==> src/rtl/lut_port_arbiter_pkg.sv <==
// Shared accelerator definitions: LUT geometry, GELU lane count and the
// LUT port arbiter state encoding.
package lut_port_arbiter_pkg;

  localparam int LUT_ADDR_W     = 12;
  localparam int LUT_DATA_W     = 32;
  localparam int NUM_GELU_LANES = 4;

  typedef enum logic {
    ST_EMPTY = 1'b0,
    ST_READY = 1'b1
  } arb_state_e;

endpackage

==> src/rtl/rr_arbiter.sv <==
// One-hot round-robin pick: the first set request at or after ptr wins,
// wrapping around. Also returns the binary index of the winner.
module rr_arbiter #(
  parameter int N     = 4,
  parameter int IDX_W = 2
) (
  input  logic [N-1:0]     req,
  input  logic [IDX_W-1:0] ptr,
  output logic [N-1:0]     gnt,
  output logic [IDX_W-1:0] idx
);

  logic found;
  int   j;

  always_comb begin
    gnt   = '0;
    idx   = '0;
    found = 1'b0;
    j     = 0;
    for (int i = 0; i < N; i++) begin
      j = int'(ptr) + i;
      if (j >= N) j = j - N;
      if (!found && req[j]) begin
        found  = 1'b1;
        gnt[j] = 1'b1;
        idx    = IDX_W'(j);
      end
    end
  end

endmodule

==> src/rtl/lut_port_arbiter.sv <==
// Shares one LUT SRAM read port among the GELU lanes: round-robin grant,
// one-cycle response pipeline, and LUT load tracking (EMPTY/READY).
module lut_port_arbiter
  import lut_port_arbiter_pkg::*;
#(
  parameter int NUM_LANES = NUM_GELU_LANES,
  parameter int ADDR_W    = LUT_ADDR_W,
  parameter int DATA_W    = LUT_DATA_W
) (
  input  logic                                  clk,
  input  logic                                  rst_n,
  input  logic [NUM_LANES-1:0]                  lane_req,
  input  logic [NUM_LANES-1:0][ADDR_W-1:0]      lane_addr,
  input  logic [NUM_LANES-1:0]                  lane_sign,
  output logic [NUM_LANES-1:0]                  lane_gnt,
  output logic [NUM_LANES-1:0]                  lane_rsp_valid,
  output logic [NUM_LANES-1:0][DATA_W/2-1:0]    lane_rsp_data,
  input  logic                                  cfg_wr_en,
  input  logic [ADDR_W-1:0]                     cfg_wr_addr,
  input  logic [DATA_W-1:0]                     cfg_wr_data,
  input  logic                                  cfg_done,
  output logic                                  sram_re,
  output logic [ADDR_W-1:0]                     sram_raddr,
  input  logic [DATA_W-1:0]                     sram_rdata,
  output logic                                  sram_we,
  output logic [ADDR_W-1:0]                     sram_waddr,
  output logic [DATA_W-1:0]                     sram_wdata,
  output logic                                  lut_ready,
  output logic                                  busy
);

  localparam int IDX_W  = (NUM_LANES > 1) ? $clog2(NUM_LANES) : 1;
  localparam int HALF_W = DATA_W / 2;

  arb_state_e                           state_q, state_d;
  logic                                 grant_en;
  logic [NUM_LANES-1:0]                 arb_req, gnt;
  logic [IDX_W-1:0]                     gnt_idx, rr_ptr, rsp_idx;
  logic                                 rsp_vld, rsp_sign;
  logic [HALF_W-1:0]                    rsp_half;
  logic [NUM_LANES-1:0][HALF_W-1:0]     data_q;

  always_ff @(posedge clk or negedge rst_n) begin
    if (!rst_n) state_q <= ST_EMPTY;
    else        state_q <= state_d;
  end

  // A write always invalidates the LUT, even alongside cfg_done.
  always_comb begin
    state_d  = state_q;
    grant_en = 1'b0;
    if (cfg_wr_en)     state_d = ST_EMPTY;
    else if (cfg_done) state_d = ST_READY;
    if (state_q == ST_READY && !cfg_wr_en) grant_en = 1'b1;
  end

  assign lut_ready = (state_q == ST_READY);
  assign arb_req   = grant_en ? lane_req : '0;

  rr_arbiter #(.N(NUM_LANES), .IDX_W(IDX_W)) u_rr (
    .req (arb_req),
    .ptr (rr_ptr),
    .gnt (gnt),
    .idx (gnt_idx)
  );

  assign lane_gnt   = gnt;
  assign sram_re    = |gnt;
  assign sram_raddr = sram_re ? lane_addr[gnt_idx] : '0;

  assign sram_we    = cfg_wr_en;
  assign sram_waddr = cfg_wr_addr;
  assign sram_wdata = cfg_wr_data;

  always_ff @(posedge clk or negedge rst_n) begin
    if (!rst_n) begin
      rr_ptr   <= '0;
      rsp_vld  <= 1'b0;
      rsp_idx  <= '0;
      rsp_sign <= 1'b0;
    end else begin
      rsp_vld <= sram_re;
      if (sram_re) begin
        rsp_idx  <= gnt_idx;
        rsp_sign <= lane_sign[gnt_idx];
        rr_ptr   <= (gnt_idx == IDX_W'(NUM_LANES - 1)) ? '0 : gnt_idx + IDX_W'(1);
      end
    end
  end

  // SRAM data lands the cycle after the grant; it is shown directly on the
  // responding lane and captured so the lane keeps seeing it afterwards.
  assign rsp_half = rsp_sign ? sram_rdata[DATA_W-1:HALF_W] : sram_rdata[HALF_W-1:0];

  always_ff @(posedge clk or negedge rst_n) begin
    if (!rst_n) begin
      data_q <= '0;
    end else begin
      for (int l = 0; l < NUM_LANES; l++)
        if (rsp_vld && rsp_idx == IDX_W'(l)) data_q[l] <= rsp_half;
    end
  end

  for (genvar l = 0; l < NUM_LANES; l++) begin : g_lane
    logic hit;
    assign hit               = rsp_vld && (rsp_idx == IDX_W'(l));
    assign lane_rsp_valid[l] = hit;
    assign lane_rsp_data[l]  = hit ? rsp_half : data_q[l];
  end

  assign busy = (|lane_req) | rsp_vld;

endmodule

==> config.mk <==
export PLATFORM = sky130hd
export DESIGN_NAME = lut_port_arbiter
export DESIGN_NICKNAME = d
export VERILOG_FILES = /design/src/rtl/lut_port_arbiter_pkg.sv /design/src/rtl/rr_arbiter.sv /design/src/rtl/lut_port_arbiter.sv
export SDC_FILE = /design/constraint.sdc
export NUM_CORES = 1
export LEC_CHECK = 0
export BUFFER_PORTS_ARGS = -buffer_cell sky130_fd_sc_hd__buf_2
export CAP_MARGIN = 0
export CORE_MARGIN = 4
export CORE_UTILIZATION = 40
export CTS_CLUSTER_SIZE = 10
export DETAILED_ROUTE_END_ITERATION = 6
export PLACE_DENSITY = 0.78
export RECOVER_POWER = 25
export SETUP_SLACK_MARGIN = 0.15
export SLEW_MARGIN = 20
export SYNTH_ARGS = -nofsm -noshare
export SYNTH_HDL_FRONTEND = slang
export SYNTH_SLANG_ARGS = --single-unit
==> constraint.sdc <==
create_clock -name clk -period 3.05 [get_ports clk]
set_input_delay 0 -clock clk [delete_from_list [all_inputs] [get_ports clk]]
set_output_delay 0 -clock clk [all_outputs]
set_load 0.01 [all_outputs]
======== Yosys cells after proc, flatten, opt, wreduce, memory -nomap -nowiden ========
Index checks and enable logic that the tools add are counted.
operators by class
  add/subtract/negate cells ............... 8
  $lt $le $gt $ge ......................... 13
  equality and inequality tests ........... 4
  muxes and demuxes ....................... 50
  bitwise logic cells ..................... 4
  reduce and logical (&&, ||, !) cells .... 20
operators by type and width
  cell                     number
  $ge A32 B1 Y1 const B    4
  $lt A32 B4 Y1 const B    4
  $mux W32                 4
  $ge A32 B4 Y1 const B    3
  $sub A32 B4 Y32 const B  3
  $mux W16                 5
  $bmux W12 S2             1
  $mux W12                 2
  $mux W4                  5
  $mux W1                  19
  $logic_and A1 B1 Y1      12
  $or A4 B4 Y4             3
  $bmux W1 S2              5
  $mux W2                  5
  $demux W1 S2             4
  $reduce_or A4 Y1         2
  $add A2 B2 Y3 const B    2
  $eq A2 B2 Y1 const B     3
  $logic_not A1 Y1         4
  $sub A2 B3 Y4 const B    1
  $add A2 B1 Y3 const B    1
  $ge A2 B3 Y1 const B     1
  $lt A2 B3 Y1 const B     1
  $add A2 B1 Y2 const B    1
  other kinds (4)          4
storage, ports and cells
  register bits ........................... 71
  output and inout bits ................... 132
  logic and storage cells ................. 108

======== Longest topological paths before layout ========
  depth in word-level cells ............... 20
  depth in mapped cells ................... 13
  depth with buffers taken out ............ 9

======== Hierarchy ========
From an unflattened synthesis, not the netlist that was laid out.
unflattened totals
  cells, all modules ...................... 310
  area total of the unflattened synthesis .. 4232.8 sq um
by module, submodules not included
  module            instances  cells an instance  area each (sq um)  sequential area each (sq um)
  lut_port_arbiter  1          261                3776.1             1776.7
  rr_arbiter        1          49                 456.7              0.0

======== Worst setup path before layout ========
No wires, ideal clock.
  kind .................................... register -> register
  from .................................... register rr_ptr[0]
  to ...................................... register rsp_idx[0]
  setup time .............................. 0.118 ns
  arrival time ............................ 3.196 ns
  slack ................................... -0.264 ns
  stages on the path, launching flop included .. 14
  buffers on the path ..................... 4
  clock period less this slack ............ 3.314 ns
  path through ............................ dfrtp_1 > clkinv_1 > clkbuf_1 > ha_1 > buf_2 > mux4_2 > and3b_1 > buf_2 > a22o_1 > a222oi_1 > and4_4 > buf_6 > nor2_2 > a21o_1
between the ends
  longest elaborated chain between the ends .. 16
  elaborated cells between the ends (all ways) .. 68
RTL lines
  what                                                      RTL line                RTL
  from (decl)                                               lut_port_arbiter.sv:38  logic [IDX_W-1:0] gnt_idx, rr_ptr, rsp_idx;
  from (signal assigned)                                    lut_port_arbiter.sv:86  rr_ptr <= (gnt_idx == IDX_W'(NUM_LANES - 1)) ? '0 : gnt_idx + IDX_W'(1);
  branches (longest 16 deep; another with $sub A32 B4 Y32)  --
  to (signal assigned)                                      lut_port_arbiter.sv:84  rsp_idx <= gnt_idx;
  to (decl)                                                 lut_port_arbiter.sv:38
Parallel ways; which one is timed is not known. The select of a mux whose other input is x is not followed.
A chain may end at the register's enable or synchronous reset.

======== Worst setup path after layout ========
  from .................................... register rr_ptr[0]
  to ...................................... output port sram_raddr[5]
between the ends
  longest elaborated chain between the ends .. 18
  elaborated cells between the ends (all ways) .. 71
RTL lines
  what                                                      RTL line                RTL
  branches (longest 17 deep; another with $sub A32 B4 Y32)  --
  $mux W12 (*)                                              lut_port_arbiter.sv:69  assign sram_raddr = sram_re ? lane_addr[gnt_idx] : '0;
  to (decl)                                                 lut_port_arbiter.sv:23  output logic [ADDR_W-1:0] sram_raddr,
Mark *: on every way between the ends. The select of a mux whose other input is x is not followed.

==> flow_metrics.env <==
export IMPL_status="finished with violations"
export IMPL_violations="setup timing"
export IMPL_coreArea_sq_mm=0.0105
export IMPL_grt_pass1_wl_microns=21800
export IMPL_cp_startpoint="rr_ptr[0]"
export IMPL_crit_cells=11
export IMPL_grt_pass1_vias=4391
export IMPL_cap_viol_max_count=0
export IMPL_cts_tree="built"
export IMPL_netlist_area_sq_mm=0.00435
export IMPL_r2r_start="rr_ptr[0]"
export IMPL_nNetsFinal=785
export IMPL_stdcell_count=783
export IMPL_clkTransAtPathRegs_ns=0.08
export IMPL_gp_congestion=0.894
export IMPL_synth_area_leaders="dfrtp_1 (41%), buf_4 (8.6%), nand2_1 (6.8%), o21ai_0 (6.0%), mux2i_1 (5.5%)"
export IMPL_crit_path_cell_trace="clkinv_4 > ha_4 > mux4_2 > and3b_2 > a22o_1 > a222oi_1 > buf_4 > and4_4 > a41o_1 > a31oi_1 > buf_2"
export IMPL_ys_ff_latch=71
export IMPL_hpwlAfterDp_microns=9900
export IMPL_diodes=0
export IMPL_vias=4351
export IMPL_fin_area_sq_mm=0.00557
export IMPL_cts_buffers=9
export IMPL_yosysWarnings=0
export IMPL_synth_edf_count=0
export IMPL_start_util_pct=41.6
export IMPL_skew_ns=0.00933
export IMPL_tightest_slew_ns=1.19
export IMPL_hold_viol=0
export IMPL_finalPower_mw=5.69
export IMPL_synth_top_cells_by_count="nand2_1 (79), dfrtp_1 (71), o21ai_0 (52), buf_4 (50), clkbuf_1 (27)"
export IMPL_yosysMostFrequentCell="nand2_1"
export IMPL_syn_area_per_cell_sq_um=8.83
export IMPL_grt_usage_pct=21.0
export IMPL_maxSlewHeadroom_pct=20.5
export IMPL_yosys_area_top_type="dfrtp_1"
export IMPL_dp_cells=740
export IMPL_slew_violations=0
export IMPL_ir_drop_mv=0.467
export IMPL_clk_insertion_delay_late_ns=0.34
export IMPL_synth_fp_nets=636
export IMPL_io_pins=268
export IMPL_route_detailed_wl_per_inst_microns=17.7
export IMPL_antenna_found_initial=0
export IMPL_die_area_sq_mm=0.0126
export IMPL_fin_util_pct=53.2
export IMPL_root_buffer="clkbuf_8"
export IMPL_p_clk_share_pct=14.5
export IMPL_synth_cell_types=42
export IMPL_cts_htree_levels=3
export IMPL_ys_flop_type="dfrtp_1"
export IMPL_cp_num_buf_inv=3
export IMPL_criticalPathCategory="reg2out"
export IMPL_endpoint="sram_raddr[5]"
export IMPL_hold_class="in2out"
export IMPL_fin_crit_ns=3.19
export IMPL_drtAntennaViolNets=0
export IMPL_synth_top_area_share_pct=40.8
export IMPL_numPortBuffers=179
export IMPL_cp_end_kind="output pin"
export IMPL_postSynthCellCount=493
export IMPL_r2r_cells=13
export IMPL_syn_to_final_growth_pct=27.8
export IMPL_cp_required_ns=3.05
export IMPL_period_share_pct=105
export IMPL_seqPwrFrac_pct=26.8
export IMPL_p_leak_nw=2.84
export IMPL_slowest_stage="dfrtp_2"
export IMPL_routed_wl_microns=13900
export IMPL_cts_sinks=71
export IMPL_seq_area_frac_synth_pct=40.8
export IMPL_dpl_cell_area_sq_mm=0.00505
export IMPL_worstSetupStartpointType="register"
export IMPL_p_comb_share_pct=58.8
export IMPL_final_setup_viol_count=13
export IMPL_r2r_slack_ns=0.04
export IMPL_drc_errors=0
export IMPL_synthArstFlopShare_pct=100
export IMPL_die_w_microns=112
export IMPL_dr_pass1_iters=5
export IMPL_rsz0062_at_grt="yes"
export IMPL_worst_slack_ns=-0.138
export IMPL_worstPathMaxFanout=6
export IMPL_clockBufferDepth=2
export IMPL_max_freq_ghz=0.314
export IMPL_drt_iter0_markers=319
export IMPL_die_h_microns=112
export IMPL_grt_overflow_total=0
export IMPL_grt_max_degree=50
export IMPL_p_sw_mw=2.46
export IMPL_layout_drive_gt1_share_pct=40.5
export IMPL_max_stage_delay_ns=0.45
export IMPL_p_sw_share_pct=43.2
export IMPL_r2r_end="rsp_idx[0]"
export IMPL_vias_per_cell=5.56
export IMPL_power_density_mw_per_mm2=1020
export IMPL_fp_row_count=37
export IMPL_arrival_ns=3.19
export IMPL_internal_power_mw=3.23
export IMPL_crit_family="compound AO/OA/AOI/OAI gates"
[logic make-up (layout without fill, tap and decap cells)]
kind of cell / Yosys count / in the layout / synth area share [%]
AO/OA/AOI/OAI: 151 / 151 / 23.1
XOR/XNOR: 1 / 1 / 0.201
adder cells (fa/ha/maj): 7 / 7 / 2.01
buffers and inverters: 94 / 246 / 12.9
flip-flops: 71 / 71 / 40.8
multiplexers: 26 / 26 / 6.55
AND/OR/NAND/NOR: 143 / 145 / 14.4
[worst min path at each step]
stage / start / endpoint / depth (start not counted)
floorplan: rst_n / data_q[0] / 0
global placement: cfg_wr_addr[11] / sram_waddr[11] / 0
detailed placement: cfg_wr_addr[11] / sram_waddr[11] / 0
CTS: cfg_wr_addr[11] / sram_waddr[11] / 0
global route: cfg_wr_addr[0] / sram_waddr[0] / 0
finish: cfg_wr_addr[0] / sram_waddr[0] / 0
[cells in the final DEF (no fill, tap or decap), drive strengths merged, types with 4 or more instances in the layout]
cell	count
a21oi	24
a222oi	4
a22o	16
a22oi	14
a31oi	12
a41o	12
buf	216
clkbuf	10
dfrtp	71
ha	7
inv	11
mux2i	24
nand2	79
nand3	26
nand3b	4
nor2	23
o21ai	52
o221ai	4
[what timing repair did]
| item | 4_1_cts | 5_1_grt |
|---|---|---|
| endpoints found under the setup margin | 18 | 18 |
| pin swaps | 6 | 8 |
| endpoints found under the hold margin | 49 | 0 |
| buffers inserted | 17 | 5 |
| resized for setup | 10 | 18 |
| gates cloned | 2 | 0 |
| hold buffers | 3 | 0 |
[stage by stage]
stage,setup slack (ns),setup TNS (ns),hold WS [ns]
floorplan,0.146,0,-0.296
global placement,0.198,0,0.0000686
detailed placement,0.0779,0,0.0000686
CTS,-0.0562,-0.490,0.0000686
global route,-0.275,-3.17,0.0000180
finish,-0.138,-1.30,0.00000445
[cell type report]
cell class              count  area (sq um)
repair buffers            220          1250
inverters                  10          45.0
fillers                   910          4900
flip-flops and latches     71          1780
multi-input cells         330          2100
clock buffers               9           124
well taps                 136           170
clock inverters             7          95.1
[metal layers]
layer  wire length, microns  up-vias  global-route usage [%]
li1                       -     2028                       -
met1                   5270     2038                    23.9
met2                   7010      258                    36.7
met3                   1340       27                    6.09
met4                    268        0                    9.38
met5                      0        -                       0
[state kept, by name, indices dropped and copies added, names as in the netlist]
signal	flops
data_q	64
lut_ready	1
rr_ptr	2
rsp_idx	2
rsp_sign	1
rsp_vld	1
[power groups by stage]
stage	registers [mW]	logic (mW)	clock network [mW]
final	1.52	3.34	0.823
after global routing	1.57	3.64	0.890
after CTS	1.53	3.14	0.853
after detailed placement	1.56	2.91	0
after global placement	1.54	2.83	0
after floorplan	1.47	2.01	0
Note: power is estimated with default switching activity, not from simulation.
